<file path="config.mk">
export PLATFORM = sky130hd
export DESIGN_NAME = verificador_faixa_flat
export DESIGN_NICKNAME = d
export VERILOG_FILES = /design/src/rtl/verificador_faixa_if.sv /design/src/rtl/verificador_faixa.sv /design/src/flat_wrapper.sv
export SDC_FILE = /design/constraint.sdc
export NUM_CORES = 1
export LEC_CHECK = 0
export BUFFER_PORTS_ARGS = -buffer_cell sky130_fd_sc_hd__buf_2
export CAP_MARGIN = 25
export CORE_MARGIN = 2
export CORE_UTILIZATION = 35
export CTS_CLUSTER_SIZE = 28
export DETAILED_ROUTE_END_ITERATION = 6
export PLACE_DENSITY = 0.59
export SLEW_MARGIN = 20
export SYNTH_ARGS = -nofsm -noshare
export SYNTH_HDL_FRONTEND = slang
export SYNTH_SLANG_ARGS = --single-unit
export TNS_END_PERCENT = 5
</file>
<file path="constraint.sdc">
create_clock -name clock -period 4.87 [get_ports clock]
set_input_delay 0.487 -clock clock [delete_from_list [all_inputs] [get_ports clock]]
set_output_delay 0.487 -clock clock [all_outputs]
set_load 0.02 [all_outputs]
</file>
<file path="src/rtl/verificador_faixa_if.sv">
// Bundle between the HC-SR04 front end and the band checker: measurement
// strobe, BCD distance and band limits in, verdict and debug signals out.
interface verificador_faixa_if;
   logic        habilita;
   logic        pronto;
   logic [11:0] medida;
   logic [11:0] upperL;
   logic [11:0] lowerL;
   logic        dentro;
   logic        acertou;
   logic        erro;
   logic [3:0]  db_contagem;
   logic [3:0]  db_estado;

   modport master (
      output habilita, pronto, medida, upperL, lowerL,
      input  dentro, acertou, erro, db_contagem, db_estado
   );

   modport slave (
      input  habilita, pronto, medida, upperL, lowerL,
      output dentro, acertou, erro, db_contagem, db_estado
   );
endinterface

</file>
<file path="src/rtl/verificador_faixa.sv">
// Checks each completed BCD distance against an inclusive band, counts
// consecutive hits, and flags invalid digits or a missing measurement.
module verificador_faixa #(
   parameter int N_ACERTOS      = 4,
   parameter int TIMEOUT_CICLOS = 5_000_000
) (
   input logic           clock,
   input logic           reset,
   verificador_faixa_if.slave faixa
);

   localparam int TW = (TIMEOUT_CICLOS > 2) ? $clog2(TIMEOUT_CICLOS) : 1;
   localparam logic [TW-1:0] TIMEOUT_MAX = TW'(TIMEOUT_CICLOS - 1);
   localparam logic [3:0]    N_ALVO      = 4'(N_ACERTOS);

   typedef enum logic [3:0] {
      OCIOSO  = 4'd0,
      ESPERA  = 4'd1,
      AVALIA  = 4'd2,
      ACERTOU = 4'd3
   } estado_t;

   estado_t       estado;
   logic          pronto_q;
   logic [11:0]   medida_q;
   logic [TW-1:0] timeout_cnt;
   logic          dentro_q;
   logic          acertou_q;
   logic          erro_q;
   logic [3:0]    contagem;

   logic          pronto_ev;
   logic          bcd_valido;
   logic          na_faixa;
   logic [3:0]    contagem_prox;

   // Plain binary compare is only meaningful because every digit was validated first.
   assign pronto_ev     = faixa.pronto & ~pronto_q;
   assign bcd_valido    = (medida_q[3:0] <= 4'd9) && (medida_q[7:4] <= 4'd9)
                          && (medida_q[11:8] <= 4'd9);
   assign na_faixa      = (faixa.lowerL <= medida_q) && (medida_q <= faixa.upperL);
   assign contagem_prox = !na_faixa ? 4'd0
                        : (contagem == 4'hF) ? 4'hF : contagem + 4'd1;

   always_ff @(posedge clock) begin
      if (reset || !faixa.habilita) begin
         estado      <= OCIOSO;
         pronto_q    <= 1'b0;
         medida_q    <= 12'd0;
         timeout_cnt <= '0;
         dentro_q    <= 1'b0;
         acertou_q   <= 1'b0;
         erro_q      <= 1'b0;
         contagem    <= 4'd0;
      end else begin
         pronto_q <= faixa.pronto;
         erro_q   <= 1'b0;
         case (estado)
            OCIOSO: estado <= ESPERA;
            // ACERTOU waits exactly like ESPERA; only the return state differs.
            ESPERA, ACERTOU: begin
               if (pronto_ev) begin
                  medida_q    <= faixa.medida;
                  timeout_cnt <= '0;
                  estado      <= AVALIA;
               end else if (timeout_cnt == TIMEOUT_MAX) begin
                  erro_q      <= 1'b1;
                  contagem    <= 4'd0;
                  dentro_q    <= 1'b0;
                  timeout_cnt <= '0;
               end else begin
                  timeout_cnt <= timeout_cnt + TW'(1);
               end
            end
            AVALIA: begin
               if (!bcd_valido) begin
                  erro_q <= 1'b1;
                  estado <= acertou_q ? ACERTOU : ESPERA;
               end else begin
                  dentro_q <= na_faixa;
                  contagem <= contagem_prox;
                  if (na_faixa && (contagem_prox == N_ALVO)) begin
                     acertou_q <= 1'b1;
                     estado    <= ACERTOU;
                  end else begin
                     estado <= acertou_q ? ACERTOU : ESPERA;
                  end
               end
            end
            default: estado <= OCIOSO;
         endcase
      end
   end

   assign faixa.dentro      = dentro_q;
   assign faixa.acertou     = acertou_q;
   assign faixa.erro        = erro_q;
   assign faixa.db_contagem = contagem;
   assign faixa.db_estado   = estado;

endmodule

</file>
<file path="src/flat_wrapper.sv">
// flat-port wrapper written by rule: the top's interface ports become plain ports
module verificador_faixa_flat 
#(
   parameter int N_ACERTOS      = 4,
   parameter int TIMEOUT_CICLOS = 5_000_000
)
  (clock, reset, faixa_habilita, faixa_pronto, faixa_medida, faixa_upperL, faixa_lowerL, faixa_dentro, faixa_acertou, faixa_erro, faixa_db_contagem, faixa_db_estado);
  verificador_faixa_if faixa_i ();
  input logic clock;
  input logic reset;
  input wire logic [$bits(faixa_i.habilita)-1:0] faixa_habilita;
  input wire logic [$bits(faixa_i.pronto)-1:0] faixa_pronto;
  input wire logic [$bits(faixa_i.medida)-1:0] faixa_medida;
  input wire logic [$bits(faixa_i.upperL)-1:0] faixa_upperL;
  input wire logic [$bits(faixa_i.lowerL)-1:0] faixa_lowerL;
  output wire logic [$bits(faixa_i.dentro)-1:0] faixa_dentro;
  output wire logic [$bits(faixa_i.acertou)-1:0] faixa_acertou;
  output wire logic [$bits(faixa_i.erro)-1:0] faixa_erro;
  output wire logic [$bits(faixa_i.db_contagem)-1:0] faixa_db_contagem;
  output wire logic [$bits(faixa_i.db_estado)-1:0] faixa_db_estado;
  assign faixa_i.habilita = faixa_habilita;
  assign faixa_i.pronto = faixa_pronto;
  assign faixa_i.medida = faixa_medida;
  assign faixa_i.upperL = faixa_upperL;
  assign faixa_i.lowerL = faixa_lowerL;
  assign faixa_dentro = faixa_i.dentro;
  assign faixa_acertou = faixa_i.acertou;
  assign faixa_erro = faixa_i.erro;
  assign faixa_db_contagem = faixa_i.db_contagem;
  assign faixa_db_estado = faixa_i.db_estado;
  verificador_faixa #(.N_ACERTOS(N_ACERTOS), .TIMEOUT_CICLOS(TIMEOUT_CICLOS)) u_core (.clock(clock), .reset(reset), .faixa(faixa_i));
endmodule
</file>
Word level (Yosys, flattened, before mapping):

Cells that the tools add are included.

* $add $sub $neg: 2
* order comparisons: 5
* equal/unequal tests: 10
* muxes and demuxes: 21
* bitwise logic cells: 2
* reduce and logical (&&, ||, !) cells: 12

Operators with widths (count)
* 2-to-1 mux 23 bit: 2
* 2-to-1 mux 4 bit: 8
* less-or-equal comparator 12 bit: 2
* adder 23 x 1 -> 23 bit, second input constant: 1
* == test 23 bit, second input constant: 1
* less-or-equal comparator 4 bit, second input constant: 3
* case mux 4 bit (3 select lines): 1
* == test 4 x 2 -> 1 bit, second input constant: 2
* case mux 4 bit (2 select lines): 1
* 2-to-1 mux 1 bit: 6
* != test 2 x 1 -> 1 bit, second input constant: 3
* adder 4 x 1 -> 4 bit, second input constant: 1
* == test 4 x 1 -> 1 bit, second input constant: 1
* == test 4 x 3 -> 1 bit, second input constant: 1
* == test 4 bit, second input constant: 1
* logical AND 1 bit: 4
* logical NOT 4 bit: 1
* case mux 1 bit (2 select lines): 2
* AND reduction 4 bit: 1
* AND reduction 3 bit: 1
* 2-to-1 mux 2 bit: 1
* != test 2 bit, second input constant: 1
* AND reduction 2 bit: 1
* nonzero test 2 bit: 1
* other kinds (5): 5

* register bits after elaboration: 47
* input port bits: 40
* output and inout bits: 11

Depth between registers and ports, before layout:

* word-level depth: 8
* mapped depth: 9
* gate-level depth less buffers: 8

Least setup slack after synthesis:

OpenSTA, ideal clock, no wires.

* path type: input to register
* start: in faixa_upperL[5]
* end: reg u_core.contagem[2] (netlist: u_core.faixa.db_contagem[2])
* setup time: 114 ps
* data arrival time: 2051 ps
* required time: 4756 ps
* setup slack: 2704 ps
* stages on the path: 8
* buffers on the path: 0
* cells stage by stage: inv_1 > ha_1 > a21o_1 > nand3_1 > a21oi_1 > a2111oi_0 > o221ai_1 > a2111oi_0

* word-level cells in the longest chain between the ends: 5

RTL lines
* from (decl): line flat_wrapper.sv:14 `input wire logic [$bits(faixa_i.upperL)-1:0] faixa_upperL;`
* less-or-equal comparator 12 bit: line verificador_faixa.sv:41 `assign na_faixa = (faixa.lowerL <= medida_q) && (medida_q <= faixa.upperL);`
* logical AND 1 bit: line verificador_faixa.sv:41
* 2-to-1 mux 4 bit: line verificador_faixa.sv:42 `assign contagem_prox = !na_faixa ? 4'd0`
* 2-to-1 mux 4 bit: line verificador_faixa.sv:76 `if (!bcd_valido) begin`
* case mux 4 bit (2 select lines): line verificador_faixa.sv:58 `case (estado)`
* to (signal assigned): line verificador_faixa.sv:81 `contagem <= contagem_prox;`
* to (decl): line verificador_faixa.sv:30 `logic [3:0] contagem;`

Every way passes these cells. The select of a mux whose other input is x is not followed.
A chain may end at the register's enable or synchronous reset.

Worst setup path after layout:

* start: reg u_core.estado[0] (netlist: u_core.faixa.db_estado[0])
* end: reg u_core.timeout_cnt[19]

* word-level cells in the longest chain between the ends: 2
* elaborated cells on any way between the ends: 3
* those cells by class: eq/ne: 2; reduce/logical: 1

RTL lines
* from (decl): line verificador_faixa.sv:23 `estado_t estado;`
* from (signal assigned): line verificador_faixa.sv:78 `estado <= acertou_q ? ACERTOU : ESPERA;`
* from (signal assigned): line verificador_faixa.sv:86 `estado <= acertou_q ? ACERTOU : ESPERA;`
* == test 4 x 1 -> 1 bit / == test 4 x 2 -> 1 bit (equally long branches): line verificador_faixa.sv:58
* OR reduction 2 bit (*): line verificador_faixa.sv:58
* to (signal assigned): line verificador_faixa.sv:72 `timeout_cnt <= timeout_cnt + TW'(1);`
* to (decl): line verificador_faixa.sv:26 `logic [TW-1:0] timeout_cnt;`

Mark *: on every way between the ends. The rest lies on a longest branch, timed or not.

==> summary.txt <==
Status
  • Status: completed

Synthesis
  • Most common flop cell mapped by yosys: dfxtp_1
  • Synthesized cell area: 2780 um^2
  • Post-synth top area share: 0.324
  • EDFF count, synth: 0
  • Syn avg cell area: 7.83 um^2
  • Synthesized netlist cell count: about 360
  • Register area share after synthesis: 0.324
  • Cell taking the most area after synthesis: dfxtp_1
  • Yosys warnings: 0
  • Yosys cell types: 56
  • Top cells by area, synth: dfxtp_1, ha_1, a21oi_1, nand2_1, inv_1
  • Synthesized flop and latch total: 45
  • Ys async rst share: 0

Place
  • Post-DP HPWL: 5010 um
  • Input/output buffers: 48
  • Pre-CTS setup slack: 2260 ps
  • Dpl cell area: approximately 3100 um^2
  • Placer Congestion: 0.792

GRT
  • First-pass GRT wire length: 11400 um
  • Largest net degree at the start of global routing: 43
  • GRT Total Usage: 0.160
  • Initial antenna violation count: 0
  • Overflow after GRT: 0
  • Vias in the first global route: 2549

Floorplanning
  • DIE AREA: 8670 um^2
  • Chip width: a little over 90 um
  • Row cnt: 32
  • Initial Util: 0.360
  • Core ar.: 7730 um^2
  • Die height: 93.1 um
  • I/O pin count: 51

Routing
  • DR vias/cell: 5.40
  • Drt drc: 0
  • Pre-antenna DRT Iters: 4
  • DRT iter0 DRCs: 98
  • Routed wire length: about 6800 um
  • Via count: 2678
  • Routed WL per cell: approximately 14 um
  • Antenna Violating Nets Remaining: 0

Clock tree
  • Post CTS Setup Buffer Count: 0
  • Clock-pin slew on the worst setup and hold paths: 90 ps
  • Post-CTS resize count: 0
  • Clk root buf: clkbuf_8
  • H-tree Lvls: 2
  • Post-CTS Hold Fix Bufs: 0
  • CTS max path bufs: 2
  • Total CTS buffers: 5
  • Worst-Skew Late Latency: 290 ps
  • CTS tree: done
  • CTS Sinks: 45

Setup path
  • Crit path required time: 5070 ps
  • CP Capture Type: flop
  • Worst r2r path cells: 4
  • Kind of critical path: reg2reg
  • Internal reg-to-reg setup slack: 2240 ps
  • Crit path DAT: 2830 ps
  • R2R Path End: u_core.timeout_cnt[19]
  • Worst Setup Start Kind: flop
  • Worst r2r src: u_core.faixa.db_estado[0]
  • Critical Path Fanout Max: 20

Timing
  • Clk_skew: about 12 ps
  • Min Tclk post-route: approximately 2600 ps
  • Setup Total Neg Slack: 0 ps
  • Slew HR: 0.374
  • Max frequency: 381 MHz
  • Final Hold Viols: 0
  • Hold Worst Slack: approximately 400 ps
  • Setup WS post-layout: 2240 ps
  • Final setup fails: 0
  • Period utilization: 0.539
  • RSZ-0062 raised after global routing: no
  • Worst-Margin Slew: 937 ps
  • Slew Viols, Final: 0

Job
  • Number of max-cap violations: 0

Pwr
  • Internal cell power: 493 uW
  • Clock share of power: 0.324
  • Logic gate share of total power: 0.107
  • Tot Pwr: 659 uW
  • Leak pwr: 1.21 nW
  • Net Sw Power: 165 uW
  • Flop pwr share: 0.569
  • Max VDD drop: 0.000113 V
  • Pwr Density: about 210 nW/um^2
  • Switch share: 0.251

Min path
  • Worst hold path endpoint: u_core.pronto_q
  • Hold Path Depth: 2
  • Hold crit path type: in2reg
  • Hold_sp: faixa_pronto

Finish
  • Final instance area: about 3200 um^2
  • Fraction of layout cells with a size suffix above 1: 0.173
  • Ant diodes: 0
  • Commonest non-fill, non-tap cells in the layout: buf_2, nand2_1, dfxtp_1
  • Layout Nets: 461
  • Area grow syn2layout: 13.7%
  • Most common cell after layout, fill and taps aside: buf_2
-- layer usage --
metal  global-route usage  up-vias  wire length [um]
li1                     -     1359                 -
met1                0.200     1239              3130
met2                0.281       72              3250
met3               0.0226        8               349
met4               0.0527        0                83
met5                    0        -                 0
-- worst max-delay path by stage --
stage / slack [ps] / startpoint / cells past startpoint / end
after floorplan: 2700 / faixa_upperL[5] / 8 / u_core.faixa.db_contagem[2]
after global placement: 2320 / u_core.faixa.db_estado[0] / 4 / u_core.timeout_cnt[19]
after detailed placement: 2260 / u_core.faixa.db_estado[0] / 4 / u_core.timeout_cnt[19]
after CTS: 2240 / u_core.faixa.db_estado[0] / 4 / u_core.timeout_cnt[19]
after global routing: 2000 / u_core.faixa.db_estado[0] / 4 / u_core.timeout_cnt[19]
final: 2240 / u_core.faixa.db_estado[0] / 4 / u_core.timeout_cnt[19]
-- Yosys cell counts, types with 5 or more instances --
library cell,n
nor3_1,9
clkbuf_1,10
a311oi_1,8
o21ai_0,15
nand2_1,45
ha_1,26
nand4_1,7
dfxtp_1,45
a21oi_1,42
a31oi_1,7
nor2_1,19
nand3_1,18
buf_2,5
inv_1,31
-- state kept, by name, indices dropped and copies added (netlist names) --
name	flops
u_core.faixa.acertou	1
u_core.faixa.db_contagem	4
u_core.medida_q	12
u_core.faixa.dentro	1
u_core.faixa.erro	1
u_core.timeout_cnt	23
u_core.pronto_q	1
u_core.faixa.db_estado	2
-- through the flow --
| step | utilization | cells |
|---|---|---|
| after floorplan | - | 356 |
| after global placement | 0.400 | 490 |
| after detailed placement | 0.400 | 490 |
| after CTS | 0.409 | 496 |
| after global routing | 0.409 | 496 |
| final | 0.409 | 496 |
-- cell families (layout without fill, tap and decap cells) --
family                     Yosys count  after routing  synth area share
buffers and inverters               48             86            0.0698
muxes                                1              1           0.00360
DFF                                 45             45             0.324
xor gates and xnor gates             1              1           0.00315
and+or+nand+nor                    131            131             0.245
adders and majority gates           26             26             0.117
AOI/OAI and AO/OA                  102            102             0.236
other                                1              2           0.00135
-- worst max-delay path, cell delays in order (launching register included) --
cell	delay [ps]
dfxtp_1	800
nand2_1	380
a31oi_2	840
a41oi_1	240
a311oi_1	270
-- layout make-up --
class                           count  area, um^2
Sequential cell                    45         901
Clock inverter                      1        5.00
Clock buffer                        5        68.8
Timing Repair Buffer               49         248
Fill cell                         793        4570
Tap cell                          102         128
Multi-Input combinational cell    263        1700
Inverter                           31         116
-- power by group through the flow --
stage	Combinational [mW]	Clock [mW]	Sequential [mW]
floorplan	0.0470	0	0.381
global placement	0.0696	0	0.383
detailed placement	0.0713	0	0.384
CTS	0.0717	0.220	0.375
global route	0.0812	0.236	0.375
finish	0.0707	0.214	0.375
No activity file was read; power rests on OpenSTA's default activity.
